<file path="config.mk">
export PLATFORM = sky130hd
export DESIGN_NAME = frame_tx_flat
export DESIGN_NICKNAME = d
export VERILOG_FILES = /design/src/rtl/frame_tx_pkg.sv /design/src/rtl/frame_tx_if.sv /design/src/rtl/frame_tx_bit_tick.sv /design/src/rtl/frame_tx.sv /design/src/flat_wrapper.sv
export SDC_FILE = /design/constraint.sdc
export NUM_CORES = 1
export LEC_CHECK = 0
export CAP_MARGIN = 20
export CORE_MARGIN = 2
export CORE_UTILIZATION = 45
export CTS_CLUSTER_SIZE = 20
export DETAILED_ROUTE_END_ITERATION = 8
export GPL_ROUTABILITY_DRIVEN = 0
export HOLD_SLACK_MARGIN = 0.12
export MAX_ROUTING_LAYER = met4
export PLACE_DENSITY = 0.71
export SLEW_MARGIN = 25
export SYNTH_ARGS = -nofsm -noshare
export SYNTH_HDL_FRONTEND = slang
export SYNTH_HIERARCHICAL = 1
export SYNTH_SLANG_ARGS = --single-unit
</file>
<file path="constraint.sdc">
create_clock -name clk -period 1.8 [get_ports clk]
set_clock_uncertainty 0.2 [all_clocks]
set_input_delay 0.18 -clock clk [delete_from_list [all_inputs] [get_ports clk]]
set_output_delay 0.18 -clock clk [all_outputs]
set_load 0.02 [all_outputs]
</file>
<file path="src/rtl/frame_tx_pkg.sv">
// frame_tx_pkg: shared definitions for the serial-sync frame transmitter.
//   - ftx_state_e  : FSM state encodings
//   - SYNC_PATTERN : 4-bit header sent ahead of every payload, MSB first
//   - SYNC_LEN     : header length in bits
//   - LINE_IDLE    : level held on the line between frames
//   - sync_bit()   : header bit for a given header index (0 = first on the line)
package frame_tx_pkg;

  typedef enum logic [2:0] {
    FTX_IDLE   = 3'd0,
    FTX_SYNC   = 3'd1,
    FTX_DATA   = 3'd2,
    FTX_PARITY = 3'd3,
    FTX_STOP   = 3'd4
  } ftx_state_e;

  localparam logic [3:0] SYNC_PATTERN = 4'b0110;
  localparam int         SYNC_LEN     = 4;
  localparam logic       LINE_IDLE    = 1'b1;

  // Header index 0 is the pattern MSB.
  function automatic logic sync_bit(input logic [1:0] idx);
    return SYNC_PATTERN[2'd3 - idx];
  endfunction

endpackage

</file>
<file path="src/rtl/frame_tx_if.sv">
// frame_tx_if: payload handshake into the frame transmitter.
//   tx_data  : payload word, sampled only on acceptance
//   tx_valid : payload offered
//   tx_ready : transmitter can accept; transfer on a rising edge with valid && ready
// master = producer side, slave = frame_tx side.
interface frame_tx_if #(
  parameter int DATA_W = 8
);
  logic [DATA_W-1:0] tx_data;
  logic              tx_valid;
  logic              tx_ready;

  modport master (output tx_data, output tx_valid, input  tx_ready);
  modport slave  (input  tx_data, input  tx_valid, output tx_ready);
endinterface

</file>
<file path="src/rtl/frame_tx_bit_tick.sv">
// frame_tx_bit_tick: bit-period divider for the frame transmitter.
//   clk, rst : clock, asynchronous active-high reset
//   clr_i    : synchronous clear, restarts the bit period at count 0
//   strike_o : high in the last cycle of each CLKS_PER_BIT-cycle bit period
module frame_tx_bit_tick #(
  parameter int CLKS_PER_BIT = 1
) (
  input  logic clk,
  input  logic rst,
  input  logic clr_i,
  output logic strike_o
);
  // Keep at least one counter bit so CLKS_PER_BIT=1 still elaborates.
  localparam int CNT_W = (CLKS_PER_BIT > 1) ? $clog2(CLKS_PER_BIT) : 1;
  localparam logic [CNT_W-1:0] LAST = CNT_W'(CLKS_PER_BIT - 1);

  logic [CNT_W-1:0] cnt_q, cnt_d;

  assign strike_o = (cnt_q == LAST);

  always_comb begin
    cnt_d = cnt_q + 1'b1;
    if (clr_i || strike_o) cnt_d = '0;
  end

  always_ff @(posedge clk or posedge rst) begin
    if (rst) cnt_q <= '0;
    else     cnt_q <= cnt_d;
  end

endmodule

</file>
<file path="src/rtl/frame_tx.sv">
// frame_tx: serial frame transmitter.
// Line format per frame: sync 0110, DATA_W data bits MSB first, odd parity, stop 1.
// The line idles at 1. Each line bit lasts CLKS_PER_BIT cycles.
//   clk, rst : clock, asynchronous active-high reset
//   tx       : payload handshake (frame_tx_if.slave)
//   out_o    : registered serial line
//   busy_o   : frame in progress (SYNC through STOP)
//   done_o   : one-cycle pulse in the final cycle of the stop bit
module frame_tx
  import frame_tx_pkg::*;
#(
  parameter int DATA_W       = 8,
  parameter int CLKS_PER_BIT = 1
) (
  input  logic        clk,
  input  logic        rst,
  frame_tx_if.slave   tx,
  output logic        out_o,
  output logic        busy_o,
  output logic        done_o
);
  // One index counter serves both the header and the payload.
  localparam int IDX_MAX = (DATA_W > SYNC_LEN) ? DATA_W : SYNC_LEN;
  localparam int IDX_W   = $clog2(IDX_MAX);
  localparam logic [IDX_W-1:0] SYNC_LAST = IDX_W'(SYNC_LEN - 1);
  localparam logic [IDX_W-1:0] DATA_LAST = IDX_W'(DATA_W - 1);

  ftx_state_e        state_q, state_d;
  logic [DATA_W-1:0] shreg_q, shreg_d;
  logic              par_q, par_d;
  logic [IDX_W-1:0]  idx_q, idx_d;
  logic              out_q, out_d;
  logic              tick, ready, accept;

  // Ready is gated by rst directly so it reads 0 for the whole reset interval.
  assign ready       = !rst && ((state_q == FTX_IDLE) || ((state_q == FTX_STOP) && tick));
  assign accept      = tx.tx_valid && ready;
  assign tx.tx_ready = ready;

  assign out_o  = out_q;
  assign busy_o = (state_q != FTX_IDLE);
  assign done_o = (state_q == FTX_STOP) && tick;

  // Bit timing restarts on every acceptance; holding it clear in IDLE keeps the
  // first bit of a frame a full period long.
  frame_tx_bit_tick #(.CLKS_PER_BIT(CLKS_PER_BIT)) u_bit_tick (
    .clk      (clk),
    .rst      (rst),
    .clr_i    (accept || (state_q == FTX_IDLE)),
    .strike_o (tick)
  );

  always_comb begin
    state_d = state_q;
    shreg_d = shreg_q;
    par_d   = par_q;
    idx_d   = idx_q;
    case (state_q)
      FTX_IDLE: ;
      FTX_SYNC:
        if (tick) begin
          if (idx_q == SYNC_LAST) begin
            state_d = FTX_DATA;
            idx_d   = '0;
          end else begin
            idx_d = idx_q + 1'b1;
          end
        end
      FTX_DATA:
        if (tick) begin
          shreg_d = shreg_q << 1;
          if (idx_q == DATA_LAST) begin
            state_d = FTX_PARITY;
            idx_d   = '0;
          end else begin
            idx_d = idx_q + 1'b1;
          end
        end
      FTX_PARITY:
        if (tick) state_d = FTX_STOP;
      FTX_STOP:
        if (tick) state_d = FTX_IDLE;
      default: state_d = FTX_IDLE;
    endcase

    // Acceptance (IDLE or last STOP cycle) overrides the above and starts a frame.
    if (accept) begin
      state_d = FTX_SYNC;
      idx_d   = '0;
      shreg_d = tx.tx_data;
      par_d   = ~^tx.tx_data;
    end

    // The line register takes the bit that belongs to the next cycle's position,
    // so out changes on the same edge as the state.
    case (state_d)
      FTX_SYNC:   out_d = sync_bit(idx_d[1:0]);
      FTX_DATA:   out_d = shreg_d[DATA_W-1];
      FTX_PARITY: out_d = par_d;
      default:    out_d = LINE_IDLE;
    endcase
  end

  always_ff @(posedge clk or posedge rst) begin
    if (rst) begin
      state_q <= FTX_IDLE;
      shreg_q <= '0;
      par_q   <= 1'b0;
      idx_q   <= '0;
      out_q   <= LINE_IDLE;
    end else begin
      state_q <= state_d;
      shreg_q <= shreg_d;
      par_q   <= par_d;
      idx_q   <= idx_d;
      out_q   <= out_d;
    end
  end

endmodule

</file>
<file path="src/flat_wrapper.sv">
// flat-port wrapper written by rule: the top's interface ports become plain ports
module frame_tx_flat import frame_tx_pkg::*;
#(
  parameter int DATA_W       = 8,
  parameter int CLKS_PER_BIT = 1
)
  (clk, rst, out_o, busy_o, done_o, tx_tx_data, tx_tx_valid, tx_tx_ready);
  frame_tx_if #(.DATA_W(DATA_W)) tx_i ();
  input  logic clk;
  input  logic rst;
  output logic out_o;
  output logic busy_o;
  output logic done_o;
  input wire logic [$bits(tx_i.tx_data)-1:0] tx_tx_data;
  input wire logic [$bits(tx_i.tx_valid)-1:0] tx_tx_valid;
  output wire logic [$bits(tx_i.tx_ready)-1:0] tx_tx_ready;
  assign tx_i.tx_data = tx_tx_data;
  assign tx_i.tx_valid = tx_tx_valid;
  assign tx_tx_ready = tx_i.tx_ready;
  frame_tx #(.DATA_W(DATA_W), .CLKS_PER_BIT(CLKS_PER_BIT)) u_core (.clk(clk), .rst(rst), .tx(tx_i), .out_o(out_o), .busy_o(busy_o), .done_o(done_o));
endmodule
</file>
Word level (Yosys, flattened, before mapping)
Index checks and enable logic that the tools add are counted.
{ "word_totals": {"regBits": 17, "latch_bits": 0, "mem_bits_rw": 0, "romBits": 0, "inputBits": 11, "output_inout_bits": 4, "word_cells": 61, "mem_count": 0} }
{ "classes": {"n_addsub": 3, "n_mul": 0, "div_mod_pow": 0, "magnitude_cmp": 1, "eq_ne": 12, "shift": 0, "mux": 22, "bitwise": 1, "n_reduce_logical": 14} }
{ "op_table": {"columns": ["operator", "n"], "rows": [
  ["$mux 3", 12],
  ["$mux 8", 3],
  ["$eq 3x2->1 const B", 5],
  ["$pmux 3 s5", 1],
  ["$reduce_xnor 8->1", 1],
  ["$eq 3x1->1 const B", 2],
  ["$eq 3x3->1 const B", 2],
  ["$ne 3x2->1 const B", 2],
  ["$pmux 3 s2", 1],
  ["$reduce_bool 3->1", 2],
  ["$add 3x1->3 const B", 1],
  ["$logic_and 1x1->1", 3],
  ["$logic_not 3->1", 1],
  ["$logic_or 1x1->1", 3],
  ["$lt 2x3->1 const B", 1],
  ["$mux 1", 3],
  ["$pmux 1 s3", 1],
  ["$reduce_and 3->1", 1],
  ["$bmux 1 s2", 1],
  ["$ne 2x1->1 const B", 1],
  ["$reduce_and 2->1", 1],
  ["$reduce_bool 2->1", 1],
  ["$sub 2x2->2 const A", 1],
  ["$add 1x1->1 const B", 1],
  ["other kinds (2)", 2]
]} }

Logic depth before layout (Yosys ltp)
{ "depth": {"word_depth": 10, "ltp_mapped": 7, "ltp_nobuf": 7} }

Cells and area by module
The synthesis kept the hierarchy.
{ "by_module_without_submodules": {"columns": ["mod", "instances", "cells_per_inst", "area_per_inst_um2", "seq_area_each_um2"], "rows": [
  ["frame_tx", 1, 106, 1006.0, 401.6],
  ["frame_tx_bit_tick", 1, 4, 36.3, 25.0]
]} }

Worst setup path before layout
No wires, ideal clock.
{ "synth_timing": {"kind": "register -> register", "start": "reg u_core.state_q[0]", "end": "reg u_core.idx_q[0]", "setup_ns": 0.119, "t_arrival_ns": 1.683, "required_ns": 1.481, "setup_slack_ns": -0.202, "path_stages_with_launch": 6, "path_buffers": 1, "synth_period_minus_slack_ns": 2.002, "cell_sequence": "dfrtp_1 buf_6 or2_1 nor3_1 nand2_1 and2_1"} }
{ "synth_between": {"elab_chain_cells": 6, "word_cells_on_any_way": 10, "classes_between": "eq/ne (3); mux (2); reduce/logical (5)"} }
{ "synth_lines": {"columns": ["element", "line", "source"], "rows": [
  ["start: declaration", "frame_tx.sv:28", "ftx_state_e state_q, state_d;"],
  ["start signal: assignment", "frame_tx.sv:112", "state_q <= state_d;"],
  ["$eq 3x3->1", "frame_tx.sv:36", "assign ready = !rst && ((state_q == FTX_IDLE) || ((state_q == FTX_STOP) && tick));"],
  ["$logic_and 1x1->1", "frame_tx.sv:36", null],
  ["$logic_or 1x1->1 *", "frame_tx.sv:36", null],
  ["$logic_and 1x1->1 *", "frame_tx.sv:36", null],
  ["named net tx_tx_ready", "flat_wrapper.sv:16", "output wire logic [$bits(tx_i.tx_ready)-1:0] tx_tx_ready;"],
  ["$logic_and 1x1->1 *", "frame_tx.sv:37", "assign accept = tx.tx_valid && ready;"],
  ["$mux 3 *", "frame_tx.sv:87", "if (accept) begin"],
  ["named net u_core.idx_d[0]", "frame_tx.sv:31", "logic [IDX_W-1:0] idx_q, idx_d;"],
  ["end signal: assignment", "frame_tx.sv:115", "idx_q <= idx_d;"],
  ["end: declaration", "frame_tx.sv:31", null]
]} }
The timed path passes the listed nets; every way through them passes the cells marked *.
A chain may end at the register's enable or synchronous reset.

Worst setup path in the final report
{ "layout_timing": {"start": "reg u_core.state_q[2]", "end": "reg u_core.out_q (netlist: u_core/out_o)"} }
{ "layout_between": {"elab_chain_cells": 10, "word_cells_on_any_way": 29, "classes_between": "add/sub (1); eq/ne (7); mux (16); reduce/logical (5)"} }
{ "layout_lines": {"columns": ["element", "line", "source"], "rows": [
  ["$eq 3x3->1", "frame_tx.sv:36, frame_tx.sv:58", null],
  ["$logic_and 1x1->1", "frame_tx.sv:36", null],
  ["$logic_or 1x1->1", "frame_tx.sv:36", null],
  ["$logic_and 1x1->1", "frame_tx.sv:36", null],
  ["$logic_and 1x1->1", "frame_tx.sv:37", null],
  ["$mux 3", "frame_tx.sv:87", null],
  ["$sub 2x2->2", "frame_tx_pkg.sv:23", "return SYNC_PATTERN[2'd3 - idx];"],
  ["$bmux 1 s2", "frame_tx_pkg.sv:23", null],
  ["$mux 1 (implied by the code)", "frame_tx_pkg.sv:23", null],
  ["$pmux 1 s3 *", "frame_tx.sv:96", "case (state_d)"],
  ["named net u_core.out_d", "frame_tx.sv:32", "logic out_q, out_d;"],
  ["end signal: assignment", "frame_tx.sv:116", "out_q <= out_d;"],
  ["end: declaration", "frame_tx.sv:32", null]
]} }
The timed path passes the listed nets; every way through them passes the cells marked *. The select of a mux whose other input is x is not followed.

==> impl_results.md <==
- P_leak: 0.000648 µW
- Clk slew on worst S/H paths: 0.09 ns
- Critical Path Sink: u_core/out_o
- Avg Inst Size Synth: 9.53 µm²
- Crit-path slowest cell: dfrtp_1
- Setup violations, final: 0
- Final net count: 156
- Reg2reg setup slack: 0.02 ns
- Outcome: finished, final reports clean
- Die height: 52.0 µm
- Area Growth Syn to Fin: 32.7%
- Num CTS Buffers: 3
- DR WL/cell: 12.3 µm
- Final-report max-slew violation count: 0
- Vias post-DR: 846
- Worst path max stage delay: 0.42 ns
- DP Worst Slack: -0.0376 ns
- Fin. Hold Viols: 0
- CTS root buf: clkbuf_4
- Total Routing Usage GR: 0.181
- Largest net degree at the start of global routing: 17
- Final worst-path cycle share: 0.988
- I/O pins: 15
- Synth warnings: 6
- Most common cell type on the critical path: mux2i_1
- Final WS setup: 0.0213 ns
- Clk sink count: 17
- Die width: 52.0 µm
- Post-route ant nets: 0
- Layout cells sized above 1: 0.236
- Core ar.: 0.00219 mm²
- Critical Path Source Type: register
- Max Freq: 562 MHz
- Die area: 0.00271 mm²
- Grt total ovfl: 0
- Pwr dens: 1380 mW/mm²
- H-tree Lvls: 1
- Clock buffer depth: 2
- RR Endpoint: u_core/out_o
- Initial antenna violation count: 0
- CP max FO: 7
- Finished Layout Cells: 168
- Vias/cell: 5.04
- Placed Cells: 158
- R2R cell count: 6
- Syn Nets: 124
- PortBufs: 14
- RSZ-0062 raised after global routing: true
- Vias in the first global route: 865
- Synthesized cell area: 0.00104 mm²
- Drt pass-1 iters: 4
- Most common cell after layout, fill and taps aside: nand2_1
- Antenna fix cells: 0
- CP Data Required Time: 1.81 ns
- Site row count: 17
- DPL Wire Length: 1.52 mm
- CP endpoint kind: register
- Detailed Route WL: 2.06 mm
- CP arrival: 1.79 ns
- Commonest non-fill, non-tap cells in the layout: 18 x nand2_1, 16 x dfrtp_1, 15 x buf_4
- Worst-skew pair later-pin latency: 0.28 ns
- CTS tree: done
- Initial Util: 0.474
- Crit path from: u_core/state_q[2]
- Post-detailed-route DRC marker count: 0
- Max Cap Viol: 0
- Crit-path cells: buf_6 -> and4bb_2 -> mux2i_1 -> mux2i_1 -> o31ai_2 -> a21oi_1
- HP Class: input port to async pin
- Final core occ: 0.629
- Post-Syn Instances: 109
- Peak VDD IR: 0.000729 V
- Fin crit period: 1.78 ns
- Critical path type: register to register
- First-pass GRT wire length: 3.56 mm
- Reg-to-reg startpoint: u_core/state_q[2]
- DRT iter0 DRCs: 18
[worst min-delay path by stage]
| stage | from | end | slack [ns] | cells after the start |
|---|---|---|---|---|
| 2_1_floorplan | rst | u_core/u_bit_tick/cnt_q | -0.29 | 1 |
| 3_3_place_gp | u_core/shreg_q[5] | u_core/shreg_q[5] | 0.26 | 2 |
| 3_5_place_dp | u_core/shreg_q[5] | u_core/shreg_q[5] | 0.27 | 2 |
| 4_1_cts | rst | u_core/state_q[2] | 0.19 | 4 |
| 5_1_grt | rst | u_core/shreg_q[2] | 0.23 | 4 |
| 6_report | rst | u_core/state_q[2] | 0.19 | 4 |
[metal layers]
layer	GRT usage	vias up	wire, µm
li1	-	427	-
met2	0.327	10	1090
met1	0.202	407	903
met4	0.0789	0	10
met5	-	-	0
met3	0.0172	2	53
[critical path, delay by kind of cell (launching register included)]
| kind | cells | cell delay (ns) |
|---|---|---|
| flip-flops | 1 | 0.42 |
| multiplexers | 2 | 0.35 |
| AND/OR/NAND/NOR | 1 | 0.33 |
| AO/OA/AOI/OAI | 2 | 0.26 |
| buffers and inverters | 1 | 0.15 |
[power by group]
part,total (µW),switching (µW),internal (µW)
Combinational,1050,515,536
Sequential,651,99.5,552
Clock,197,111,86.0
Total,1900,725,1170
[flip-flops by register name (all words and copies together) (netlist names)]
| register | cells |
|---|---|
| u_core/idx_q | 3 |
| u_core/out_o | 1 |
| u_core/par_q | 1 |
| u_core/shreg_q | 8 |
| u_core/state_q | 3 |
| u_core/u_bit_tick/cnt_q | 1 |
[layout make-up]
| class | count | area, µm² |
|---|---|---|
| Sequential cell | 17 | 427 |
| Timing Repair Buffer | 32 | 282 |
| Clock buffer | 4 | 26.3 |
| Inverter | 7 | 26.3 |
| Multi-Input combinational cell | 80 | 582 |
| Fill cell | 186 | 813 |
| Tap cell | 28 | 35.0 |
[through the flow]
stage | hold WS [ns] | setup TNS (ns) | total power (µW) | area [µm²]
after global placement | 0.261 | -0.00845 | 1530 | 1270
after global routing | 0.228 | -0.127 | 2060 | 1380
after CTS | 0.193 | 0 | 1810 | 1320
after floorplan | -0.291 | 0 | 1290 | 1040
final | 0.193 | 0 | 1900 | 1380
after detailed placement | 0.266 | -0.0520 | 1570 | 1270
[what timing repair did]
item / 4_1_cts / 5_1_grt
pin swaps: 1 / 2
hold endpoints to repair: 1 / 0
hold buffers: 1 / 0
buffers inserted: 2 / 3
endpoints found under the setup margin: 5 / 13
gates resized for setup: 8 / 10
(Power assumes the default switching activity.)
